===== config.mk =====
export PLATFORM = sky130hd
export DESIGN_NAME = retire_monitor
export DESIGN_NICKNAME = d
export VERILOG_FILES = /design/src/rtl/retire_mon_pkg.sv /design/src/rtl/retire_mon_trace_buf.sv /design/src/rtl/retire_monitor.sv
export SDC_FILE = /design/constraint.sdc
export NUM_CORES = 1
export LEC_CHECK = 0
export ABC_CLOCK_PERIOD_IN_PS = 5500
export BUFFER_PORTS_ARGS = -buffer_cell sky130_fd_sc_hd__buf_4
export CAP_MARGIN = 20
export CORE_MARGIN = 2
export CORE_UTILIZATION = 49
export DETAILED_ROUTE_END_ITERATION = 8
export GPL_ROUTABILITY_DRIVEN = 0
export PLACE_DENSITY = 0.7
export SYNTH_ARGS = -nofsm -noshare
export SYNTH_HDL_FRONTEND = slang
export SYNTH_SLANG_ARGS = --single-unit

===== constraint.sdc =====
create_clock -name clk -period 5.5 [get_ports clk]
set_clock_uncertainty 0.05 [all_clocks]
set_input_delay 1.1 -clock clk [delete_from_list [all_inputs] [get_ports clk]]
set_output_delay 1.1 -clock clk [all_outputs]
set_load 0.01 [all_outputs]

===== src/rtl/retire_mon_pkg.sv =====
// Shared definitions for the retire monitor: opcode classes, read-select codes,
// state encoding and the saturating-increment helper.
package retire_mon_pkg;

  localparam logic [6:0] OP_R      = 7'b0110011;
  localparam logic [6:0] OP_I      = 7'b0010011;
  localparam logic [6:0] OP_LOAD   = 7'b0000011;
  localparam logic [6:0] OP_STORE  = 7'b0100011;
  localparam logic [6:0] OP_BRANCH = 7'b1100011;

  // Counter select codes double as indices into the counter array.
  localparam logic [3:0] SEL_CYCLES   = 4'd0;
  localparam logic [3:0] SEL_RETIRED  = 4'd1;
  localparam logic [3:0] SEL_R        = 4'd2;
  localparam logic [3:0] SEL_I        = 4'd3;
  localparam logic [3:0] SEL_LOAD     = 4'd4;
  localparam logic [3:0] SEL_STORE    = 4'd5;
  localparam logic [3:0] SEL_BRANCH   = 4'd6;
  localparam logic [3:0] SEL_TAKEN    = 4'd7;
  localparam logic [3:0] SEL_OTHER    = 4'd8;
  localparam logic [3:0] SEL_MISMATCH = 4'd9;
  localparam logic [3:0] SEL_STATE    = 4'd10;
  localparam int         NUM_CNT      = 10;

  typedef enum logic [1:0] {
    ST_RUN    = 2'd0,
    ST_HALTED = 2'd1,
    ST_HUNG   = 2'd2
  } mon_state_e;

  // Increment that sticks at the all-ones value of a width-bit counter.
  function automatic logic [63:0] sat_inc(input logic [63:0] value, input int unsigned width);
    logic [63:0] max_val;
    max_val = (width >= 64) ? '1 : ((64'd1 << width) - 64'd1);
    return (value >= max_val) ? max_val : value + 64'd1;
  endfunction

endpackage


===== src/rtl/retire_mon_trace_buf.sv =====
// Circular buffer of taken branches; entry 0 is the most recent push.
// Oldest entries are overwritten once DEPTH pushes have accumulated.
module retire_mon_trace_buf #(
  parameter int XLEN  = 64,
  parameter int DEPTH = 8
) (
  input  logic                      clk,
  input  logic                      reset,
  input  logic                      push,
  input  logic [2*XLEN-1:0]         push_data,
  input  logic [$clog2(DEPTH)-1:0]  rd_idx,
  output logic [2*XLEN-1:0]         rd_data,
  output logic [$clog2(DEPTH):0]    count
);

  localparam int IDX_W = $clog2(DEPTH);

  logic [2*XLEN-1:0] mem [DEPTH];
  logic [IDX_W-1:0]  wr_ptr;

  // NOTE: the storage array has no reset; count gates every read, so stale
  // entries are never visible and the array can map onto plain RAM.
  always_ff @(posedge clk) begin
    if (push) mem[wr_ptr] <= push_data;
  end

  always_ff @(posedge clk) begin
    if (reset) begin
      wr_ptr  <= '0;
      count   <= '0;
      rd_data <= '0;
    end else begin
      if (push) begin
        wr_ptr <= wr_ptr + IDX_W'(1);
        if (count != (IDX_W+1)'(DEPTH)) count <= count + (IDX_W+1)'(1);
      end
      rd_data <= ({1'b0, rd_idx} < count) ? mem[wr_ptr - IDX_W'(1) - rd_idx] : '0;
    end
  end

endmodule


===== src/rtl/retire_monitor.sv =====
// Passive retire monitor: classifies each executed instruction, keeps saturating
// counters, detects halt/hang. Define RETIRE_MON_TRACE_EN to add the branch trace.
module retire_monitor #(
  parameter int XLEN        = 64,
  parameter int CNT_W       = 32,
  parameter int STALL_LIMIT = 16,
  parameter int TRACE_DEPTH = 8
) (
  input  logic                            clk,
  input  logic                            reset,
  input  logic [XLEN-1:0]                 pc_in,
  input  logic [31:0]                     instr_in,
  input  logic                            reg_write_en_in,
  input  logic                            mem_write_in,
  input  logic                            branch_in,
  input  logic [3:0]                      rd_sel,
  output logic [CNT_W-1:0]                rd_data,
  output logic                            halted,
  output logic                            hung,
  input  logic [$clog2(TRACE_DEPTH)-1:0]  tr_idx,
  output logic [2*XLEN-1:0]               tr_data,
  output logic [$clog2(TRACE_DEPTH):0]    tr_count
);

  import retire_mon_pkg::*;

  localparam int STALL_W = $clog2(STALL_LIMIT + 1);

  mon_state_e         state_q, state_d;
  logic [CNT_W-1:0]   cnt_q [NUM_CNT];
  logic [NUM_CNT-1:0] inc;
  logic               pending_q, pending_d;
  logic [XLEN-1:0]    src_q, src_d;
  logic [XLEN-1:0]    prev_pc_q;
  logic               prev_valid_q;
  logic [STALL_W-1:0] stall_q, stall_d;
  logic               push;
  logic [CNT_W-1:0]   rd_mux;
  logic [6:0]         opcode;
  logic               pc_same;

  assign opcode  = instr_in[6:0];
  assign pc_same = prev_valid_q && (pc_in == prev_pc_q);
  assign halted  = (state_q == ST_HALTED);
  assign hung    = (state_q == ST_HUNG);

  // NOTE: every signal written here gets a default first so no path leaves it
  // unassigned, which would otherwise infer a latch.
  always_comb begin
    state_d   = state_q;
    inc       = '0;
    push      = 1'b0;
    pending_d = pending_q;
    src_d     = src_q;
    stall_d   = stall_q;
    if (state_q == ST_RUN) begin
      inc[SEL_CYCLES] = 1'b1;
      // A pending branch resolves on the very next sample, even the halting one.
      if (pending_q) begin
        pending_d = 1'b0;
        if (pc_in != src_q + XLEN'(4)) begin
          inc[SEL_TAKEN] = 1'b1;
          push           = 1'b1;
        end
      end
      if (instr_in == 32'd0) begin
        state_d = ST_HALTED;
      end else begin
        inc[SEL_RETIRED] = 1'b1;
        case (opcode)
          OP_R:      inc[SEL_R]      = 1'b1;
          OP_I:      inc[SEL_I]      = 1'b1;
          OP_LOAD:   inc[SEL_LOAD]   = 1'b1;
          OP_STORE:  inc[SEL_STORE]  = 1'b1;
          OP_BRANCH: inc[SEL_BRANCH] = 1'b1;
          default:   inc[SEL_OTHER]  = 1'b1;
        endcase
        if ((opcode == OP_STORE) != mem_write_in) inc[SEL_MISMATCH] = 1'b1;
        if (branch_in && opcode == OP_BRANCH) begin
          pending_d = 1'b1;
          src_d     = pc_in;
        end
        stall_d = pc_same ? stall_q + STALL_W'(1) : '0;
        if (pc_same && stall_q == STALL_W'(STALL_LIMIT - 1)) state_d = ST_HUNG;
      end
    end
  end

  always_comb begin
    rd_mux = '0;
    for (int i = 0; i < NUM_CNT; i++) begin
      if (rd_sel == 4'(i)) rd_mux = cnt_q[i];
    end
    if (rd_sel == SEL_STATE) rd_mux = CNT_W'(state_q);
  end

  // NOTE: state is updated only with non-blocking assignments so every register
  // samples values from before the edge, independent of statement order.
  always_ff @(posedge clk) begin
    if (reset) begin
      state_q      <= ST_RUN;
      pending_q    <= 1'b0;
      src_q        <= '0;
      prev_pc_q    <= '0;
      prev_valid_q <= 1'b0;
      stall_q      <= '0;
      rd_data      <= '0;
      for (int i = 0; i < NUM_CNT; i++) cnt_q[i] <= '0;
    end else begin
      state_q      <= state_d;
      pending_q    <= pending_d;
      src_q        <= src_d;
      prev_pc_q    <= pc_in;
      prev_valid_q <= 1'b1;
      stall_q      <= stall_d;
      rd_data      <= rd_mux;
      for (int i = 0; i < NUM_CNT; i++) begin
        if (inc[i]) cnt_q[i] <= CNT_W'(sat_inc(64'(cnt_q[i]), CNT_W));
      end
    end
  end

  logic unused_inputs;

`ifdef RETIRE_MON_TRACE_EN
  retire_mon_trace_buf #(
    .XLEN  (XLEN),
    .DEPTH (TRACE_DEPTH)
  ) u_trace_buf (
    .clk       (clk),
    .reset     (reset),
    .push      (push),
    .push_data ({src_q, pc_in}),
    .rd_idx    (tr_idx),
    .rd_data   (tr_data),
    .count     (tr_count)
  );
  assign unused_inputs = reg_write_en_in;
`else
  assign tr_data       = '0;
  assign tr_count      = '0;
  assign unused_inputs = ^{reg_write_en_in, tr_idx, push};
`endif

endmodule


After elaboration in Yosys (flattened, before gate mapping)
Memories as Yosys holds them, arrays and structs flattened. Cells that the tools add are included.

Word-level logic and storage cells: 156. Memory bits (writable): 320. Bits in registers: 169. Memories kept: 1. Bits of input ports: 108.

Memories: cnt_q (words 10, bits a word 32, rd ports 10, clocked after Yosys merged registers in 0, wr ports 10, line retire_monitor.sv:30) `logic [CNT_W-1:0] cnt_q [NUM_CNT];`.

Equal/unequal tests: 21. Magnitude comparators: 10. Reduce and logical (&&, ||, !) cells: 12. $add $sub $neg: 12. Muxes and demuxes: 81. Bitwise gates (word level): 11.

Operators with widths (number): $mux 32 (30); $add 32x1->32 const B (10); $ge 32x32->1 const B (10); $add 64x3->64 const B (1); $eq 64x64->1 (1); $ne 64x64->1 (1); $mux 1 (44); $logic_not 32->1 (1); $eq 4x3->1 const B (4); $eq 7x6->1 const B (2); $eq 4x4->1 const B (3); $mux 10 (1); $or 1x1->1 (10); $eq 4x2->1 const B (2); $mux 2 (4); $eq 7x2->1 const B (1); $eq 7x5->1 const B (1); $eq 7x7->1 const B (1); $mux 6 (1); $add 5x1->5 const B (1); $eq 5x4->1 const B (1); $mux 5 (1); $reduce_or 5->1 (1); $eq 4x1->1 const B (1); other kinds (11) (14).

Logic depth before layout (Yosys ltp)
Depth after elaboration: 12. Depth in mapped cells: 12. Mapped depth without buffers: 9.

Worst setup path before layout
Ideal clock, no wire load.

Path kind: input-to-reg. Start: in instr_in[6]. End: mem cnt_q[3][0] (enable). Cell stages on the path: 8. Setup time: 0.470 ns. Setup slack: 0.294 ns. Arrival: 4.686 ns. Data required time: 4.980 ns. Path buffers: 2. Path through: clkbuf_1 > nor3_1 > nand3_1 > nor3_1 > nand2b_1 > clkbuf_1 > or3_1 > o31ai_1.

RTL lines: from (decl) (line retire_monitor.sv:12) `input logic [31:0] instr_in,`; to (decl) (line retire_monitor.sv:30).

==> metrics.yaml <==
reg2reg_depth: 9
start_util_pct: 49.4
synth_common_cells: "371 x a21oi_1, 327 x nand2_1, 320 x edfxtp_1"
postPlaceCellArea_sq_um: 30400
rows: 89
ctsResizeCount: 0
outcome: "finished clean"
tightest_slew_ps: 1160
via_per_inst: 5.86
power.leakage_nw: 11.3
min_path_type: "reg -> reg"
yosysMostFrequentCell: "a21oi_1"
final_nets: 3360
grt_pass1_vias: 21400
layout_min_cycle_time_ps: 4180
cts_tree: "done"
synth_edf_count: 320
stdcell_count: 4059
syn_inst: 3173
synth_seq_cells: 489
area_growth_pct: 10.9
synth.distinct_cells: 72
wl_mm: 79.3
endpoint_kind: "flip-flop"
cts_buffers: 55
p_per_area_nw_per_um2: 265
path_max_fanout: 32
clk_pin_slew_ps: 60
antenna_found_initial: 1
gr-usage-all-layers_pct: 25.2
fmax_mhz: 239
synthArstFlopShare_pct: 0
dieArea_sq_um: 61400
antenna_cells: 0
drv_slew: 0
vias: 23800
ios: 274
drive_gt1_share_pct: 10.8
final_core_util_pct: 54.8
drc_errors: 0
setup_tns_ps: 0
final_antenna_net_count: 0
rsz0062_at_grt: "false"
crit_arrival_ps: 4440
r2r_start: "src_q[31]"
grt_max_degree: 84
min_to: "src_q[63]"
cp.required_ps: 5760
die_h_microns: 248
maxCapViolCount: 0
min_from: "src_q[63]"
synth_top_area_cell: "edfxtp_1"
grt_pass1_wl_mm: 122
synth_area_leaders: "edfxtp_1 33%, dfxtp_1 12%, xor2_1 7.0%"
portBuffers: 137
htreeDepth: 2
synth_top_area_share_pct: 33.0
ir_drop_mv: 0.236
path_class: "reg -> reg"
mappedNetlistArea_sq_um: 29100
hpwl_mm: 56.4
r2r_end: "cnt_q[7][31]"
fin_crit_sh_pct: 76.0
core_sq_um: 58900
syn_area_per_cell_sq_um: 9.18
regToRegSetupSlack_ps: 1320
die_w_microns: 248
synth-seq-area-share_pct: 44.6
cts_hold_buffers: 0
cts_setup_buffers: 0
finalSetupViolCount: 0
drt_iter0_markers: 2521
clock-sinks: 489
maxSlewHeadroom_pct: 22.0
place_inst: 3950
drtPass1Iterations: 9
wire_per_inst_microns: 19.5
clock_path_buffers: 3
worstSkewPairLatency_ps: 630
yosys_warnings: 0
hold_viol: 0
synth-main-ff-cell: "edfxtp_1"
cts-root-buf: "clkbuf_16"
hold_depth: 2
grt_remaining_overflow: 0
totalPowerFinal_mw: 8.56
cp-start-kind: "flip-flop"
final_area_sq_um: 32300
-- placed cells by master (no fill, tap or decap), types with 13 or more instances in the layout --
cell type and n:
ha_1 13, nor3_2 31, nor2b_1 74, clkbuf_16 59, a22oi_1 35, nor4_1 50, clkbuf_1 16, mux2i_1 33
a21oi_1 371, and3_1 65, nand4_1 94, nor2_1 227, inv_1 72, o21ai_0 50, nand3_1 153, or3_1 16
a31oi_1 36, nand2_1 326, xor2_1 232, and2_1 22, conb_1 132, o211ai_1 20, a211oi_1 25, nand2b_1 24
nor3_1 60, and4_1 25, dfxtp_1 169, buf_4 181, a222oi_1 15, xnor2_1 154, edfxtp_1 320
-- worst max-delay path by stage --
stage                start            to  slack [ps]  depth (start not counted)
4_1_cts          src_q[32]  cnt_q[7][31]        1370                          9
2_1_floorplan  instr_in[6]   cnt_q[3][0]         290                          8
3_3_place_gp         reset  cnt_q[5][28]        1310                          6
3_5_place_dp   instr_in[6]  cnt_q[6][10]        1360                          8
6_report         src_q[31]  cnt_q[7][31]        1320                          9
5_1_grt          src_q[32]  cnt_q[7][31]        1070                          9
-- flip-flops by register name (all words and copies together), names as in the netlist --
register and flops:
prev_valid_q 1, prev_pc_q 64, rd_data 32, cnt_q 320, pending_q 1, src_q 64
state_q 2, stall_q 5
-- metal layers --
metal / global-route usage (%) / up-vias / wire length (microns)
li1: - / 11300 / -
met3: 3.81 / 134 / 6300
met5: 0 / - / 10
met1: 35.3 / 11400 / 33900
met2: 39.5 / 977 / 36500
met4: 9.19 / 2 / 2590
-- worst max-delay path, cell delays in order (launching register included) --
cell and delay (ps):
dfxtp_1 450, nand4_1 340, or4_1 640, nor4_2 760
o211ai_1 180, a22oi_1 270, nand4_1 180, nor4_4 370
buf_4 490, nor3_1 120
-- report_power, final --
| part | total [mW] | internal (mW) | leakage (nW) | switching (mW) |
|---|---|---|---|---|
| Clock | 3.76 | 2.21 | 0.908 | 1.54 |
| Combinational | 0.646 | 0.242 | 5.49 | 0.403 |
| Sequential | 4.15 | 4.02 | 4.90 | 0.132 |
| Total | 8.56 | 6.48 | 11.3 | 2.08 |
-- layout make-up --
class | instances | area, sq um
clock buffer | 81 | 1610
fill | 5198 | 26600
tap | 773 | 967
multi-input combinational | 2434 | 14700
inverter | 72 | 270
clock inverter | 23 | 230
timing repair buffer | 187 | 1490
sequential | 489 | 13000
-- per-stage QoR --
stage               hold WS, ps  worst slack (ps)
finish                      416              1320
global route                441              1070
CTS                         418              1370
detailed placement          410              1360
global placement            406              1310
floorplan                   398               294
-- cells by family after synthesis --
logic type               share of synthesized area (%)
adder cells (fa/ha/maj)                          0.558
other                                           0.0129
flip-flops                                        44.6
AND/OR/NAND/NOR                                   21.3
multiplexers                                      2.06
XOR/XNOR                                          11.6
AO/OA/AOI/OAI                                     13.1
buffers and inverters                             6.78
Power figures use the tool's default switching activity.
